## config.mk

```make
export PLATFORM = sky130hd
export DESIGN_NAME = fp_div_iter
export DESIGN_NICKNAME = d
export VERILOG_FILES = /design/src/rtl/fp_div_iter.sv
export SDC_FILE = /design/constraint.sdc
export NUM_CORES = 1
export LEC_CHECK = 0
export ABC_AREA = 1
export BUFFER_PORTS_ARGS = -buffer_cell sky130_fd_sc_hd__buf_2
export CORE_ASPECT_RATIO = 2
export CORE_MARGIN = 4
export CORE_UTILIZATION = 50
export DETAILED_ROUTE_END_ITERATION = 7
export GPL_ROUTABILITY_DRIVEN = 0
export PLACE_DENSITY = 0.7
export SLEW_MARGIN = 5
export SYNTH_ARGS = -nofsm -noshare
export SYNTH_HDL_FRONTEND = slang
export SYNTH_SLANG_ARGS = --single-unit
```

## constraint.sdc

```tcl
create_clock -name clk -period 11.8 [get_ports clk]
set_clock_uncertainty 0.1 [all_clocks]
set_input_delay 0.59 -clock clk [delete_from_list [all_inputs] [get_ports clk]]
set_output_delay 0.59 -clock clk [all_outputs]
set_load 0.05 [all_outputs]
```

## src/rtl/fp_div_iter.sv

```systemverilog
// Multi-cycle IEEE-754 divider: restoring radix-2 mantissa divide, one quotient bit per cycle.
// Define FP_DIV_ROUND_MODES_EN to add the rm port (RISC-V rounding modes); otherwise RNE only.
module fp_div_iter #(
  parameter int EXP_W = 8,
  parameter int MAN_W = 23
) (
  input  logic                 clk,
  input  logic                 rst,
`ifdef FP_DIV_ROUND_MODES_EN
  input  logic [2:0]           rm,
`endif
  input  logic                 in_valid,
  output logic                 in_ready,
  input  logic [EXP_W+MAN_W:0] a,
  input  logic [EXP_W+MAN_W:0] b,
  output logic                 out_valid,
  input  logic                 out_ready,
  output logic [EXP_W+MAN_W:0] result,
  output logic                 invalid,
  output logic                 div_by_zero,
  output logic                 overflow,
  output logic                 underflow
);

  localparam int W  = 1 + EXP_W + MAN_W;
  localparam int N  = MAN_W + 4;
  localparam int EW = EXP_W + 2;
  localparam int RW = MAN_W + 2;
  localparam int CW = $clog2(N);
  localparam logic [EW-1:0]    BIAS     = EW'((1 << (EXP_W - 1)) - 1);
  localparam logic [EW-1:0]    EMAX     = EW'((1 << EXP_W) - 1);
  localparam logic [EXP_W-1:0] EXP_ONES = '1;

  typedef enum logic [1:0] {IDLE, DIV, RND, DONE} state_t;

  state_t          state_q, state_d;
  logic            sign_q, sign_d;
  logic [EW-1:0]   exp_q, exp_d;
  logic [RW-1:0]   rem_q, rem_d;
  logic [MAN_W:0]  dvs_q, dvs_d;
  logic [N-1:0]    quo_q, quo_d;
  logic [CW-1:0]   cnt_q, cnt_d;
  logic [W-1:0]    result_q, result_d;
  logic            nv_q, nv_d, dz_q, dz_d, of_q, of_d, uf_q, uf_d;
`ifdef FP_DIV_ROUND_MODES_EN
  logic [2:0]      rm_q, rm_d;
  logic            inexact;
`endif

  logic             sa, sb, s_res;
  logic [EXP_W-1:0] ea, eb;
  logic [MAN_W-1:0] fa, fb;
  logic             a_zero, b_zero, a_inf, b_inf, a_nan, b_nan;
  logic             spec_nan, is_special;
  logic [RW:0]      trial;
  logic             neg;

  logic             norm, g, r, s, round_up, sat_max, carry, ovf, unf;
  logic [MAN_W-1:0] frac_t, frac_r;
  logic [EW-1:0]    exp_n, exp_r;

  assign sa = a[W-1];
  assign sb = b[W-1];
  assign ea = a[W-2:MAN_W];
  assign eb = b[W-2:MAN_W];
  assign fa = a[MAN_W-1:0];
  assign fb = b[MAN_W-1:0];
  assign s_res = sa ^ sb;

  // Zero exponent flushes the operand to zero, so subnormals never reach the datapath.
  assign a_zero = (ea == '0);
  assign b_zero = (eb == '0);
  assign a_inf  = (ea == EXP_ONES) && (fa == '0);
  assign b_inf  = (eb == EXP_ONES) && (fb == '0);
  assign a_nan  = (ea == EXP_ONES) && (fa != '0);
  assign b_nan  = (eb == EXP_ONES) && (fb != '0);
  assign spec_nan   = a_nan | b_nan | (a_zero & b_zero) | (a_inf & b_inf);
  assign is_special = a_zero | b_zero | a_inf | b_inf | a_nan | b_nan;

  assign trial = {1'b0, rem_q} - {2'b00, dvs_q};
  assign neg   = trial[RW];

  // Quotient MSB has weight 1; when clear the ratio was below one and needs a 1-bit left shift.
  assign norm   = quo_q[N-1];
  assign frac_t = norm ? quo_q[N-2:3] : quo_q[N-3:2];
  assign g      = norm ? quo_q[2] : quo_q[1];
  assign r      = norm ? quo_q[1] : quo_q[0];
  assign s      = (norm & quo_q[0]) | (|rem_q);
  assign exp_n  = norm ? exp_q : exp_q - EW'(1);
`ifdef FP_DIV_ROUND_MODES_EN
  assign inexact = g | r | s;
`endif

  always_comb begin
    round_up = g & (r | s | frac_t[0]);
    sat_max  = 1'b0;
`ifdef FP_DIV_ROUND_MODES_EN
    case (rm_q)
      3'b001: begin round_up = 1'b0;             sat_max = 1'b1;    end
      3'b010: begin round_up = sign_q & inexact;  sat_max = ~sign_q; end
      3'b011: begin round_up = ~sign_q & inexact; sat_max = sign_q;  end
      3'b100: round_up = g;
      default: ;
    endcase
`endif
  end

  assign {carry, frac_r} = {1'b0, frac_t} + (MAN_W+1)'(round_up);
  assign exp_r = exp_n + EW'(carry);
  assign ovf   = ~exp_r[EW-1] && (exp_r >= EMAX);
  assign unf   = exp_r[EW-1] || (exp_r == '0);

  always_comb begin
    state_d  = state_q;
    sign_d   = sign_q;
    exp_d    = exp_q;
    rem_d    = rem_q;
    dvs_d    = dvs_q;
    quo_d    = quo_q;
    cnt_d    = cnt_q;
    result_d = result_q;
    nv_d     = nv_q;
    dz_d     = dz_q;
    of_d     = of_q;
    uf_d     = uf_q;
`ifdef FP_DIV_ROUND_MODES_EN
    rm_d     = rm_q;
`endif
    case (state_q)
      IDLE: begin
        if (in_valid) begin
          sign_d = s_res;
          nv_d   = 1'b0;
          dz_d   = 1'b0;
          of_d   = 1'b0;
          uf_d   = 1'b0;
`ifdef FP_DIV_ROUND_MODES_EN
          rm_d   = rm;
`endif
          exp_d  = {2'b00, ea} - {2'b00, eb} + BIAS;
          rem_d  = {1'b0, 1'b1, fa};
          dvs_d  = {1'b1, fb};
          quo_d  = '0;
          cnt_d  = '0;
          state_d = is_special ? DONE : DIV;
          if (spec_nan) begin
            result_d = {1'b0, EXP_ONES, 1'b1, {(MAN_W-1){1'b0}}};
            nv_d     = 1'b1;
          end else if (b_zero && !a_inf) begin
            result_d = {s_res, EXP_ONES, {MAN_W{1'b0}}};
            dz_d     = 1'b1;
          end else if (a_inf) begin
            result_d = {s_res, EXP_ONES, {MAN_W{1'b0}}};
          end else if (a_zero || b_inf) begin
            result_d = {s_res, {(W-1){1'b0}}};
          end
        end
      end
      DIV: begin
        quo_d = {quo_q[N-2:0], ~neg};
        rem_d = neg ? (rem_q << 1) : (trial[RW-1:0] << 1);
        cnt_d = cnt_q + CW'(1);
        if (cnt_q == CW'(N - 1)) state_d = RND;
      end
      RND: begin
        if (ovf) begin
          of_d     = 1'b1;
          result_d = sat_max ? {sign_q, EXP_ONES - EXP_W'(1), {MAN_W{1'b1}}}
                             : {sign_q, EXP_ONES, {MAN_W{1'b0}}};
        end else if (unf) begin
          uf_d     = 1'b1;
          result_d = {sign_q, {(W-1){1'b0}}};
        end else begin
          result_d = {sign_q, exp_r[EXP_W-1:0], frac_r};
        end
        state_d = DONE;
      end
      DONE: begin
        if (out_ready) state_d = IDLE;
      end
      default: state_d = IDLE;
    endcase
  end

  always_ff @(posedge clk or posedge rst) begin
    if (rst) begin
      state_q  <= IDLE;
      sign_q   <= 1'b0;
      exp_q    <= '0;
      rem_q    <= '0;
      dvs_q    <= '0;
      quo_q    <= '0;
      cnt_q    <= '0;
      result_q <= '0;
      nv_q     <= 1'b0;
      dz_q     <= 1'b0;
      of_q     <= 1'b0;
      uf_q     <= 1'b0;
`ifdef FP_DIV_ROUND_MODES_EN
      rm_q     <= '0;
`endif
    end else begin
      state_q  <= state_d;
      sign_q   <= sign_d;
      exp_q    <= exp_d;
      rem_q    <= rem_d;
      dvs_q    <= dvs_d;
      quo_q    <= quo_d;
      cnt_q    <= cnt_d;
      result_q <= result_d;
      nv_q     <= nv_d;
      dz_q     <= dz_d;
      of_q     <= of_d;
      uf_q     <= uf_d;
`ifdef FP_DIV_ROUND_MODES_EN
      rm_q     <= rm_d;
`endif
    end
  end

  assign in_ready    = (state_q == IDLE);
  assign out_valid   = (state_q == DONE);
  assign result      = result_q;
  assign invalid     = nv_q;
  assign div_by_zero = dz_q;
  assign overflow    = of_q;
  assign underflow   = uf_q;

endmodule
```

==> results of run 1 <==
-- metal layers --
layer | routed length, um | GRT usage | up-vias
li1 | - | - | 4603
met1 | 9000 | 0.234 | 4268
met2 | 14300 | 0.485 | 231
met3 | 745 | 0.0316 | 101
met4 | 2240 | 0.204 | 0
met5 | 0 | 0 | -
-- synth_stat cells, types with 6 or more instances --
cell                       count
sky130_fd_sc_hd__buf_6        10
sky130_fd_sc_hd__nor2_2        9
sky130_fd_sc_hd__nor4_1       11
sky130_fd_sc_hd__ha_1         43
sky130_fd_sc_hd__nand3_1      68
sky130_fd_sc_hd__clkbuf_1     25
sky130_fd_sc_hd__o21ai_0      89
sky130_fd_sc_hd__nor2_1      150
sky130_fd_sc_hd__dfrtp_1     130
sky130_fd_sc_hd__nand3b_1      6
sky130_fd_sc_hd__inv_1       198
sky130_fd_sc_hd__buf_2         8
sky130_fd_sc_hd__xor2_1       19
sky130_fd_sc_hd__nand2_1     281
sky130_fd_sc_hd__a21oi_1     102
sky130_fd_sc_hd__or2_2         9
sky130_fd_sc_hd__nor3_1       15
sky130_fd_sc_hd__xnor2_1      11
sky130_fd_sc_hd__nand4_1      41
sky130_fd_sc_hd__o211ai_1     10
sky130_fd_sc_hd__o22ai_1      26
sky130_fd_sc_hd__nand2_2      17
sky130_fd_sc_hd__o21ai_1      19
-- path summary, 6_finish.rpt --
| kind | from | to | cells after the start |
|---|---|---|---|
| setup / recovery | quo_q[26] | result[16] | 25 |
| hold / removal | rst | result[22] | 2 |
| max in group asynchronous | rst | rem_q[14] | 3 |
| min in group clk | b[15] | dvs_q[15] | 3 |
| hold reg to reg | dvs_q[23] | dvs_q[23] | 2 |
| setup reg to reg | quo_q[26] | result[16] | 25 |
-- worst max-delay path: stages (launching register included) --
cell and delay (ns):
sky130_fd_sc_hd__dfrtp_1 0.54, sky130_fd_sc_hd__buf_4 0.44, sky130_fd_sc_hd__nand2_1 0.09, sky130_fd_sc_hd__o21ai_1 0.16, sky130_fd_sc_hd__nand2_1 0.14, sky130_fd_sc_hd__nor2_2 0.19
sky130_fd_sc_hd__nand2_2 0.11, sky130_fd_sc_hd__nor2_4 0.11, sky130_fd_sc_hd__nand2_2 0.08, sky130_fd_sc_hd__nor2_2 0.14, sky130_fd_sc_hd__nor4b_2 0.24, sky130_fd_sc_hd__nand4_1 0.15
sky130_fd_sc_hd__nor2_1 0.15, sky130_fd_sc_hd__ha_1 0.19, sky130_fd_sc_hd__inv_1 0.06, sky130_fd_sc_hd__nor2_2 0.13, sky130_fd_sc_hd__nand2_2 0.09, sky130_fd_sc_hd__nor2_4 0.12
sky130_fd_sc_hd__nand3_2 0.11, sky130_fd_sc_hd__nor2_4 0.15, sky130_fd_sc_hd__nand3_4 0.10, sky130_fd_sc_hd__nand2_4 0.11, sky130_fd_sc_hd__nand2_2 0.06, sky130_fd_sc_hd__nor2_4 0.38
sky130_fd_sc_hd__nand2_1 0.16, sky130_fd_sc_hd__o21ai_1 0.16
-- cells by family after synthesis --
kind of cell,count (synthesis)
AOI/OAI and AO/OA,271
buffers and inverters,245
and+or+nand+nor,626
xor gates and xnor gates,30
adders and majority gates,45
muxes,1
DFF,130
-- flip-flops by register name, summed over array words and instances (netlist names) --
name         cells
result          32
sign_q           1
invalid          1
state_q          2
dvs_q           24
exp_q           10
quo_q           27
div_by_zero      1
rem_q           25
underflow        1
cnt_q            5
overflow         1
-- placed cells by master, fill, tap and decap left out, types with 2 or more instances in the layout --
master	instances
sky130_fd_sc_hd__a21boi_0	3
sky130_fd_sc_hd__a21oi_1	102
sky130_fd_sc_hd__a31oi_1	4
sky130_fd_sc_hd__and3_1	2
sky130_fd_sc_hd__buf_2	105
sky130_fd_sc_hd__buf_4	7
sky130_fd_sc_hd__bufinv_16	4
sky130_fd_sc_hd__clkbuf_16	17
sky130_fd_sc_hd__clkbuf_8	5
sky130_fd_sc_hd__clkinv_1	2
sky130_fd_sc_hd__clkinv_2	3
sky130_fd_sc_hd__clkinvlp_4	2
sky130_fd_sc_hd__dfrtp_1	130
sky130_fd_sc_hd__fa_1	2
sky130_fd_sc_hd__ha_1	43
sky130_fd_sc_hd__inv_1	197
sky130_fd_sc_hd__inv_4	2
sky130_fd_sc_hd__nand2_1	280
sky130_fd_sc_hd__nand2_2	18
sky130_fd_sc_hd__nand3_1	68
sky130_fd_sc_hd__nand3b_1	6
sky130_fd_sc_hd__nand4_1	41
sky130_fd_sc_hd__nor2_1	150
sky130_fd_sc_hd__nor2_2	9
sky130_fd_sc_hd__nor2_4	5
sky130_fd_sc_hd__nor3_1	15
sky130_fd_sc_hd__nor3_2	4
sky130_fd_sc_hd__nor4_1	11
sky130_fd_sc_hd__o211ai_1	10
sky130_fd_sc_hd__o21a_1	2
sky130_fd_sc_hd__o21ai_0	88
sky130_fd_sc_hd__o21ai_1	19
sky130_fd_sc_hd__o21ai_2	3
sky130_fd_sc_hd__o21bai_1	4
sky130_fd_sc_hd__o22ai_1	26
sky130_fd_sc_hd__or2_2	9
sky130_fd_sc_hd__xnor2_1	11
sky130_fd_sc_hd__xor2_1	19
-- through the flow --
stage	cells	hold WS, ns	utilization	area, um2
2_1_floorplan	1348	0.326	-	9410
3_3_place_gp	1633	0.344	0.545	10000
3_5_place_dp	1633	0.352	0.545	10000
4_1_cts	1665	0.330	0.580	10700
5_1_grt	1665	0.354	0.580	10700
6_report	1665	0.295	0.580	10700
-- power groups by stage --
stage	Sequential (mW)	Combinational (mW)	Clock, mW
final	0.774	1.99	0.579
after detailed placement	0.778	1.98	0
after global placement	0.772	1.95	0
after CTS	0.774	1.99	0.586
after global routing	0.801	2.25	0.607
after floorplan	0.845	1.48	0
-- cell type report --
type                    instances  area, um2
fillers                      1844       7720
multi-input cells             973       5160
flip-flops and latches        130       3250
inverters                     202        763
repair buffers                112        578
clock buffers                  23        498
well taps                     216        270
clock inverters                 9        150
==> Implementation_results.wiki, run 1 <==
{| class="wikitable"
! Metric !! Value
|-
| CTS tree || yes
|-
| Setup slack of the critical path after layout || 7.20 ns
|-
| Antenna cell count || 0
|-
| Final #Nets || 1549
|-
| Logic pwr share || 0.596
|-
| Wire length of the first global-routing pass || 43200 um
|-
| Site row count || 70
|-
| Cell Area, Synth || 9410 um2
|-
| Arithmetic-cell share of the synthesized area counting full adders, half adders and majority gates || 0.0614
|-
| Worst IR Drop VDD || 0.153 mV
|-
| Post-synth EDFFs || 0
|-
| Total congestion overflow after global routing || 0
|-
| Number of failing setup endpoints in the final timing report || 0
|-
| Mean post-synth cell area || 6.98 um2
|-
| Die Outline Area || 21200 um2
|-
| DR DRC count || 0
|-
| Type of the tightest min-delay check || in2async
|-
| Xor and xnor area share after synthesis || 0.0279
|-
| Main area contributors after synthesis || sky130_fd_sc_hd__dfrtp_1 (35%), sky130_fd_sc_hd__nand2_1 (11%), sky130_fd_sc_hd__inv_1 (7.9%)
|-
| Worst slack at placement || 7.22 ns
|-
| Count of clock tree sinks || 130
|-
| Count of nets left with antenna violations after detail routing || 0
|-
| Number of pins with negative max-slew slack in the final report || 0
|-
| Relative slew slack || 0.340
|-
| Max Clock Freq || 0.218 GHz
|-
| Share of post-route cells with drive strength above 1 || 0.139
|-
| Routed Wire Length || 26300 um
|-
| Element type at the critical path start || flip-flop
|-
| Arr. time, crit path || 4.84 ns
|-
| Static leakage || 5.31 nW
|-
| Total design power || 3.35 mW
|-
| Post-synthesis async set-or-reset flop share || 1.00
|-
| Ratio of total power to cell area || 313 nW/um2
|-
| Share of synthesized area spent on multiplexers || 0.00106
|-
| Number of violations of the max-capacitance limit || 0
|-
| Buffer type at the clock tree root || sky130_fd_sc_hd__clkbuf_16
|-
| Switching power || 1.70 mW
|-
| Sequential Power Share || 0.231
|-
| Number of levels the H-tree was split into || 4
|-
| Effective utilization at floorplan || 0.511
|-
| Critical Path RT || 12.04 ns
|-
| Vias in the first global route || 9416
|-
| Yosys reg bits || 130
|-
| Synthesized-area fraction occupied by ao, oa, aoi and oai cells || 0.158
|-
| First-pass iteration count of the detailed router || 4
|-
| Synthesized netlist net count || 1461
|-
| Cell internal pwr || 1.64 mW
|-
| Worst Setup End Kind || flip-flop
|-
| Fraction of post-synthesis cell area in the top cell type by area || 0.346
|-
| Chip height || 202 um
|-
| Resized cells post-CTS || 0
|-
| Result of the run || completed
|-
| Synthesized instance count || 1348
|-
| Via/cell ratio || 5.53
|-
| Number of buffer cells added on primary ports || 105
|-
| Dominant synthesized flop cell || sky130_fd_sc_hd__dfrtp_1
|-
| Share of synthesized area occupied by flip-flops and latches || 0.346
|-
| Initial DRC Count || 362
|-
| Number of placed I/O pins || 106
|-
| Initial antenna violation count || 0
|-
| Average wire length per cell after detail routing || 15.8 um
|-
| Dominant combinational cell family by area after synthesis || simple AND/OR/NAND/NOR gates
|-
| Minimum setup slack among reg-to-reg paths || 7.20 ns
|-
| Clock slew at the register clock pins of the worst setup and hold paths || 0.06 ns
|-
| Worst-path maximum fanout || 49
|-
| Synth warnings || 0
|-
| Post-synth cell types || 53
|-
| Synth-to-layout area growth || 13.5%
|-
| Overall Global Routing Usage || 0.254
|-
| Clk network pwr share || 0.173
|-
| Min Tclk post-route || 4.60 ns
|-
| RSZ-0062 raised after global routing || no
|-
| Number of buffers between clock root and the deepest sink || 2
|-
| Aggregate negative setup slack || 0 ns
|-
| Clock insertion delay at the later pin of the skew report || 0.43 ns
|-
| Final hold violation count || 0
|-
| Setup Crit Path Kind || reg2reg
|-
| Maximum number of pins on one net before global-route repair || 81
|-
| Switching share of total power || 0.509
|-
| Overall die width || 105 um
|-
| Core Region || 18400 um2
|-
| Number of vias in the routed layout || 9203
|-
| Post-CTS repair timing setup buffer count || 0
|-
| Synthesized-area fraction occupied by and/or/nand/nor cells || 0.299
|-
| Final critical-path share of the clock period || 0.389
|-
| Number of hold buffers added after CTS || 0
|-
| Cell taking the most area after synthesis || sky130_fd_sc_hd__dfrtp_1
|-
| Number of buffers inserted during clock tree synthesis || 17
|-
| Tightest Pin Transition || 0.990 ns
|-
| Detail Placement HPWL || 20300 um
|}
Note: power is estimated with default switching activity, not from simulation.
==> run 2: changes to the inputs <==
==> constraint.sdc (replaced) <==
create_clock -name clk -period 4.6 [get_ports clk]
set_clock_uncertainty 0.1 [all_clocks]
set_input_delay 0.23 -clock clk [delete_from_list [all_inputs] [get_ports clk]]
set_output_delay 0.23 -clock clk [all_outputs]
set_load 0.05 [all_outputs]
==> run 2 against run 1 <==
Compared with the run above: final area is 1.1% higher; clock power is 140% higher; hold slack worse by 0.29 ns; core utilization is 0.66 points higher; routed wire length is 0.46% lower; combinational power grew to 2.6 times the previous value; sequential power grew to 2.6 times the previous value; via count is 1.0% lower; largest cell class unchanged.
==> Implementation_results.wiki, run 2 (synthesis results as in run 1) <==
{| class="wikitable"
! Metric !! Value
|-
| Result of the run || completed (unchanged)
|-
| Total congestion overflow after global routing || 0 (unchanged)
|-
| Minimum setup slack among reg-to-reg paths || 0.41 ns (was 7.20 ns)
|-
| Tightest Pin Transition || 0.897 ns (was 0.990 ns)
|-
| Most common cell after layout, fill and taps aside || sky130_fd_sc_hd__nand2_1 (unchanged)
|-
| Via/cell ratio || 5.43 (was 5.53)
|-
| Die Outline Area || 21200 um2 (unchanged)
|-
| Initial DRC Count || 349 (was 362)
|-
| Synth-to-layout area growth || 14.7% (was 13.5%)
|-
| Chip height || 202 um (unchanged)
|-
| Element type at the critical path start || flip-flop (unchanged)
|-
| Arr. time, crit path || 4.39 ns (was 4.84 ns)
|-
| Logic depth of the worst register-to-register path || 24 (was 25)
|-
| Number of vias in the routed layout || 9111 (was 9203)
|-
| Average wire length per cell after detail routing || 15.6 um (was 15.8 um)
|-
| Number of placed I/O pins || 106 (unchanged)
|-
| Critical register-to-register path startpoint || quo_q[26] (unchanged)
|-
| Filler instances || 1775 (was 1844)
|-
| Number of violations of the max-capacitance limit || 0 (unchanged)
|-
| Count of nets left with antenna violations after detail routing || 0 (unchanged)
|-
| Aggregate negative setup slack || 0 ns (unchanged)
|-
| Share of post-route cells with drive strength above 1 || 0.141 (was 0.139)
|-
| First-pass iteration count of the detailed router || 7 (was 4)
|-
| Initial antenna violation count || 0 (unchanged)
|-
| Cell internal pwr || 4.16 mW (was 1.64 mW)
|-
| Worst IR Drop VDD || 0.421 mV (was 0.153 mV)
|-
| RSZ-0062 raised after global routing || no (unchanged)
|-
| Overall die width || 105 um (unchanged)
|-
| Number of buffers between clock root and the deepest sink || 2 (unchanged)
|-
| Number of pins with negative max-slew slack in the final report || 0 (unchanged)
|-
| Clock insertion delay at the later pin of the skew report || 0.42 ns (was 0.43 ns)
|-
| Highest-count cells in the layout ignoring fill and taps || sky130_fd_sc_hd__nand2_1 (280), sky130_fd_sc_hd__inv_1 (197), sky130_fd_sc_hd__nor2_1 (150) (unchanged)
|-
| Worst Setup End Kind || flip-flop (unchanged)
|-
| Detail Placement HPWL || 20200 um (was 20300 um)
|-
| Vias in the first global route || 9221 (was 9416)
|-
| DR DRC count || 0 (unchanged)
|-
| Number of buffer cells added on primary ports || 105 (unchanged)
|-
| Number of buffers inserted during clock tree synthesis || 17 (unchanged)
|-
| Total design power || 8.54 mW (was 3.35 mW)
|-
| Clock slew at the register clock pins of the worst setup and hold paths || 0.06 ns (about the same)
|-
| Min Tclk post-route || 4.19 ns (was 4.60 ns)
|-
| Clk network pwr share || 0.165 (was 0.173)
|-
| Final hold violation count || 0 (unchanged)
|-
| Buffer type at the clock tree root || sky130_fd_sc_hd__clkbuf_16 (unchanged)
|-
| Setup Crit Path Kind || reg2reg (unchanged)
|-
| Number of levels the H-tree was split into || 4 (unchanged)
|-
| Wire length of the first global-routing pass || 43000 um (was 43200 um)
|-
| Critical Path RT || 4.80 ns (was 12.04 ns)
|-
| Worst setup path start || quo_q[26] (unchanged)
|-
| CTS tree || yes (unchanged)
|-
| Logic pwr share || 0.599 (was 0.596)
|-
| Static leakage || 5.35 nW (was 5.31 nW)
|-
| Final critical-path share of the clock period || 0.911 (was 0.389)
|-
| Relative slew slack || 0.401 (was 0.340)
|-
| Site row count || 70 (unchanged)
|-
| Routed Wire Length || 26200 um (was 26300 um)
|-
| Ratio of total power to cell area || 791 nW/um2 (was 313 nW/um2)
|-
| Type of the tightest min-delay check || in2reg (was in2async)
|-
| Maximum number of pins on one net before global-route repair || 63 (was 81)
|-
| Final #Nets || 1563 (was 1549)
|-
| Overall Global Routing Usage || 0.252 (was 0.254)
|-
| Worst-path maximum fanout || 25 (was 49)
|-
| Antenna cell count || 0 (unchanged)
|-
| Count of clock tree sinks || 130 (unchanged)
|-
| Core Region || 18400 um2 (unchanged)
|-
| Effective utilization at floorplan || 0.511 (unchanged)
|-
| Sequential Power Share || 0.236 (was 0.231)
|-
| Number of failing setup endpoints in the final timing report || 0 (unchanged)
|-
| Largest register FFs || 32 (unchanged)
|-
| Switching power || 4.38 mW (was 1.70 mW)
|-
| Switching share of total power || 0.513 (was 0.509)
|-
| Worst setup endpoint || result[12] (was result[16])
|-
| Max Clock Freq || 0.239 GHz (was 0.218 GHz)
|-
| Reg2reg end || result[12] (was result[16])
|}
-- run 2: cell count changes in the layout (fill, tap and decap cells not counted) --
cell,delta
sky130_fd_sc_hd__dfrtp_4,+1
sky130_fd_sc_hd__o21ai_1,-3
sky130_fd_sc_hd__nand2_4,+1
sky130_fd_sc_hd__dfrtp_1,-1
sky130_fd_sc_hd__nor2_2,+1
sky130_fd_sc_hd__clkbuf_1,+1
sky130_fd_sc_hd__bufinv_16,-1
sky130_fd_sc_hd__dlygate4sd3_1,+12
sky130_fd_sc_hd__o21ai_2,+3
sky130_fd_sc_hd__clkbuf_8,-1
sky130_fd_sc_hd__nand2_2,-1
sky130_fd_sc_hd__buf_4,+1
sky130_fd_sc_hd__clkinvlp_4,+1
-- run 2: timing repair --
action	CTS	global route
resized for setup	0	6
setup endpoints to repair	0	32
endpoints found under the hold margin	46	0
buffers inserted	0	0
hold buffers	12	0
-- run 2: worst min-delay path by stage --
stage | startpoint | to | cells after the start
after floorplan | a[0] | rem_q[0] | 2
after global placement | rst | result[31] | 2
after detailed placement | rst | result[31] | 2
after CTS | b[13] | dvs_q[13] | 3
after global routing | b[16] | dvs_q[16] | 3
final | b[16] | dvs_q[16] | 3
-- run 2: power by group through the flow --
stage,clock [mW],combinational (mW),sequential (mW)
global route,1.48,5.76,2.08
detailed placement,0,5.03,2.02
CTS,1.43,5.08,2.00
floorplan,0,3.79,2.17
global placement,0,4.98,2.00
finish,1.41,5.12,2.01
-- run 2: cell type report --
cell class / count / area (um2) / area share
Multi-Input combinational cell: 974 / 5180 / 0.480
Tap cell: 216 / 270 / 0.0250
Clock buffer: 23 / 488 / 0.0452
Timing Repair Buffer: 125 / 706 / 0.0654
Sequential cell: 130 / 3260 / 0.302
Clock inverter: 9 / 128 / 0.0118
Inverter: 202 / 763 / 0.0707
-- run 2: per-stage QoR --
| stage | std cells | area, um2 | setup WS, ns | utilization | hold WS, ns |
|---|---|---|---|---|---|
| final | 1679 | 10800 | 0.407 | 0.587 | 0.000139 |
| after global routing | 1679 | 10800 | 0.0228 | 0.587 | 0.0208 |
| after CTS | 1678 | 10800 | 0.179 | 0.586 | 0.000884 |
| after detailed placement | 1634 | 10000 | 0.220 | 0.546 | 0.176 |
| after global placement | 1634 | 10000 | 0.382 | 0.546 | 0.175 |
| after floorplan | 1348 | 9410 | 0.801 | - | 0.251 |
-- run 2: worst max-delay path, stage by stage, from the launching register on --
cell	delay (ns)
sky130_fd_sc_hd__dfrtp_4	0.59
sky130_fd_sc_hd__o21ai_1	0.28
sky130_fd_sc_hd__nand2_1	0.15
sky130_fd_sc_hd__nor2_2	0.18
sky130_fd_sc_hd__nand2_2	0.11
sky130_fd_sc_hd__nor2_4	0.11
sky130_fd_sc_hd__nand2_2	0.08
sky130_fd_sc_hd__nor2_2	0.12
sky130_fd_sc_hd__nor4b_2	0.24
sky130_fd_sc_hd__nand4_1	0.15
sky130_fd_sc_hd__nor2_1	0.15
sky130_fd_sc_hd__ha_1	0.20
sky130_fd_sc_hd__ha_1	0.25
sky130_fd_sc_hd__inv_1	0.08
sky130_fd_sc_hd__nand2_1	0.06
sky130_fd_sc_hd__a21oi_1	0.13
sky130_fd_sc_hd__nand2_1	0.07
sky130_fd_sc_hd__nor2_1	0.11
sky130_fd_sc_hd__nand2_1	0.06
sky130_fd_sc_hd__nor2_1	0.18
sky130_fd_sc_hd__nand2_1	0.09
sky130_fd_sc_hd__nor2_2	0.24
sky130_fd_sc_hd__nor2_2	0.17
sky130_fd_sc_hd__nand4_1	0.11
sky130_fd_sc_hd__nand2_1	0.07
-- run 2: layer usage --
| metal | vias up | global-route usage | share of wire |
|---|---|---|---|
| met5 | - | 0 | 0 |
| met4 | 0 | 0.179 | 0.077 |
| met3 | 93 | 0.0339 | 0.027 |
| met2 | 230 | 0.487 | 0.55 |
| met1 | 4155 | 0.235 | 0.34 |
| li1 | 4633 | - | - |
==> run 3: changes to the inputs <==
--- a/config.mk
+++ b/config.mk
@@ -12,7 +12,7 @@
 export CORE_UTILIZATION = 50
 export DETAILED_ROUTE_END_ITERATION = 7
 export GPL_ROUTABILITY_DRIVEN = 0
-export PLACE_DENSITY = 0.7
+export PLACE_DENSITY = 0.72
 export SLEW_MARGIN = 5
 export SYNTH_ARGS = -nofsm -noshare
 export SYNTH_HDL_FRONTEND = slang
==> run 3 against run 2 <==
Compared with the run above: non-clock buffer count increased by 3; clock power about the same; global-route usage down 0.054 points; register-to-register slack improved by 0.08 ns; count of clock-buffer cells in the layout is 4 lower; cell count is 0.12% higher; total power decreased by 0.53%; critical endpoint is now result[16]; largest power group unchanged.
==> Implementation_results.wiki, run 3 (synthesis results as in run 1) <==
{| class="wikitable"
! Metric !! Value
|-
| Initial DRC Count || 453 (was 349)
|-
| Relative slew slack || 0.443 (was 0.401)
|-
| Overall die width || 105 um (unchanged)
|-
| Placed cell count || 1636 (was 1634)
|-
| Critical Path RT || 4.84 ns (was 4.80 ns)
|-
| Count of clock tree sinks || 130 (unchanged)
|-
| Maximum number of pins on one net before global-route repair || 63 (unchanged)
|-
| Final critical-path share of the clock period || 0.894 (was 0.911)
|-
| Total congestion overflow after global routing || 0 (unchanged)
|-
| Number of pins with negative max-slew slack in the final report || 0 (unchanged)
|-
| Die Outline Area || 21200 um2 (unchanged)
|-
| Detail Placement HPWL || 20200 um (about the same)
|-
| Number of violations of the max-capacitance limit || 0 (unchanged)
|-
| Ratio of total power to cell area || 788 nW/um2 (was 791 nW/um2)
|-
| Static leakage || 5.34 nW (was 5.35 nW)
|-
| Worst Setup End Kind || flip-flop (unchanged)
|-
| Clock slew at the register clock pins of the worst setup and hold paths || 0.05 ns (was 0.06 ns)
|-
| Storage element area || 3250 um2 (was 3260 um2)
|-
| Max Clock Freq || 0.243 GHz (was 0.239 GHz)
|-
| Count of nets left with antenna violations after detail routing || 0 (unchanged)
|-
| Number of buffer cells added on primary ports || 105 (unchanged)
|-
| Element type at the critical path start || flip-flop (unchanged)
|-
| Number of placed I/O pins || 106 (unchanged)
|-
| Wire length of the first global-routing pass || 42700 um (was 43000 um)
|-
| Synth-to-layout area growth || 14.6% (was 14.7%)
|-
| Post-CTS repair timing setup buffer count || 0 (unchanged)
|-
| Core occupancy in the finished layout || 0.586 (was 0.587)
|-
| Number of buffer and inverter stages on the critical path || 2 (was 1)
|-
| DR DRC count || 0 (unchanged)
|-
| Largest register FFs || 32 (unchanged)
|-
| Site row count || 70 (unchanged)
|-
| RSZ-0062 raised after global routing || no (unchanged)
|-
| Initial antenna violation count || 0 (unchanged)
|-
| Aggregate negative setup slack || 0 ns (unchanged)
|-
| Number of levels the H-tree was split into || 4 (unchanged)
|-
| Number of failing setup endpoints in the final timing report || 0 (unchanged)
|-
| Routed Wire Length || 26100 um (was 26200 um)
|-
| Tightest Pin Transition || 0.835 ns (was 0.897 ns)
|-
| Buffer type at the clock tree root || sky130_fd_sc_hd__clkbuf_16 (unchanged)
|-
| Final-layout worst hold slack || 0.00179 ns (was 0.000139 ns)
|-
| Min Tclk post-route || 4.11 ns (was 4.19 ns)
|-
| Most common cell after layout, fill and taps aside || sky130_fd_sc_hd__nand2_1 (unchanged)
|-
| Worst-path maximum fanout || 31 (was 25)
|-
| CTS tree || yes (unchanged)
|-
| Antenna cell count || 0 (unchanged)
|-
| Highest-count cells in the layout ignoring fill and taps || sky130_fd_sc_hd__nand2_1 (280), sky130_fd_sc_hd__inv_1 (197), sky130_fd_sc_hd__nor2_1 (150) (unchanged)
|-
| Overall Global Routing Usage || 0.251 (was 0.252)
|-
| Type of the tightest min-delay check || in2reg (unchanged)
|-
| Worst IR Drop VDD || 0.458 mV (was 0.421 mV)
|-
| Average wire length per cell after detail routing || 15.5 um (was 15.6 um)
|-
| Number of buffers between clock root and the deepest sink || 2 (unchanged)
|-
| Worst slack at placement || 0.313 ns (was 0.220 ns)
|-
| Clock insertion delay at the later pin of the skew report || 0.42 ns (about the same)
|-
| Number of buffers inserted during clock tree synthesis || 17 (unchanged)
|-
| Final Instance Count excl. Fillers || 1681 (was 1679)
|-
| Chip height || 202 um (unchanged)
|-
| Result of the run || completed (unchanged)
|-
| Critical-path top delay cell || sky130_fd_sc_hd__dfrtp_2 (was sky130_fd_sc_hd__dfrtp_4)
|-
| Setup slack of the critical path after layout || 0.487 ns (was 0.407 ns)
|-
| Vias in the first global route || 9146 (was 9221)
|-
| First-pass iteration count of the detailed router || 6 (was 7)
|-
| Delay of the slowest critical-path stage || 0.54 ns (was 0.59 ns)
|-
| Area of the multi-input gates || 5160 um2 (was 5180 um2)
|-
| Effective utilization at floorplan || 0.511 (unchanged)
|-
| Via/cell ratio || 5.44 (was 5.43)
|-
| Share of post-route cells with drive strength above 1 || 0.140 (was 0.141)
|-
| Setup Crit Path Kind || reg2reg (unchanged)
|-
| Core Region || 18400 um2 (unchanged)
|-
| Cell-by-cell trace of the critical path || buf_4, nand2_1, o21ai_0, nor2_2, nand2_2, nor2_2, nor4b_2, nand4_1, nor2_1, ha_1, inv_1, nor2_2, nand2_2, nor2_4, nand3_2, nor2_4, nand3_4, nand2_4, nand2_2, nor2_4, nand2_1, o21ai_1 (was o21ai_1, nand2_1, nor2_2, nand2_2, nor2_4, nand2_2, nor2_2, nor4b_2, nand4_1, nor2_1, ha_1, ha_1, inv_1, nand2_1, a21oi_1, nand2_1, nor2_1, nand2_1, nor2_1, nand2_1, nor2_2, nor2_2, nand4_1, nand2_1)
|-
| Final hold violation count || 0 (unchanged)
|-
| Arr. time, crit path || 4.36 ns (was 4.39 ns)
|-
| Filler instances || 1809 (was 1775)
|-
| Number of vias in the routed layout || 9146 (was 9111)
|-
| Final #Nets || 1565 (was 1563)
|-
| CP delay by family, top || simple AND/OR/NAND/NOR gates (unchanged)
|}
-- run 3: through the flow --
step           power [mW]  instance area, um2
6_report             8.49               10800
5_1_grt              9.27               10800
4_1_cts              8.50               10800
3_5_place_dp         7.06               10000
3_3_place_gp         6.98               10000
2_1_floorplan        5.96                9410
-- run 3: worst paths after layout --
path	cells past startpoint	endpoint	slack [ns]	from
setup / recovery	22	result[16]	0.49	quo_q[26]
hold / removal	3	dvs_q[20]	0.002	b[20]
setup reg to reg	22	result[16]	0.49	quo_q[26]
hold reg to reg	2	dvs_q[23]	0.37	dvs_q[23]
max in group asynchronous	4	quo_q[26]	3.07	rst
min in group asynchronous	3	result[31]	0.34	rst
-- run 3: area by class of cell --
class,count,share of cell area
well taps,216,0.0251
flip-flops and latches,130,0.302
multi-input cells,973,0.479
repair buffers,128,0.0678
clock inverters,13,0.0149
inverters,202,0.0708
clock buffers,19,0.0411
-- run 3: layer usage --
| metal | global-route usage | up-vias | part of all wire |
|---|---|---|---|
| li1 | - | 4633 | - |
| met1 | 0.233 | 4168 | 0.33 |
| met2 | 0.491 | 258 | 0.56 |
| met3 | 0.0326 | 87 | 0.034 |
| met4 | 0.173 | 0 | 0.071 |
| met5 | 0 | - | 0 |
-- run 3: timing repair --
action                     CTS  global route
hold endpoints to repair    61             0
resized for setup            0             1
hold buffers                13             0
setup endpoints to repair    0            23
-- run 3: tightest hold or removal path, delay by kind of cell --
kind,cells,cell delay [ns]
AO/OA/AOI/OAI,1,0.08
buffers and inverters,2,0.15
-- run 3: report_power, final --
group	leakage, nW	total [mW]	internal [mW]	switching [mW]
sequential	1.64	2.00	1.62	0.378
combinational	3.42	5.11	1.64	3.47
clock	0.281	1.38	0.865	0.518
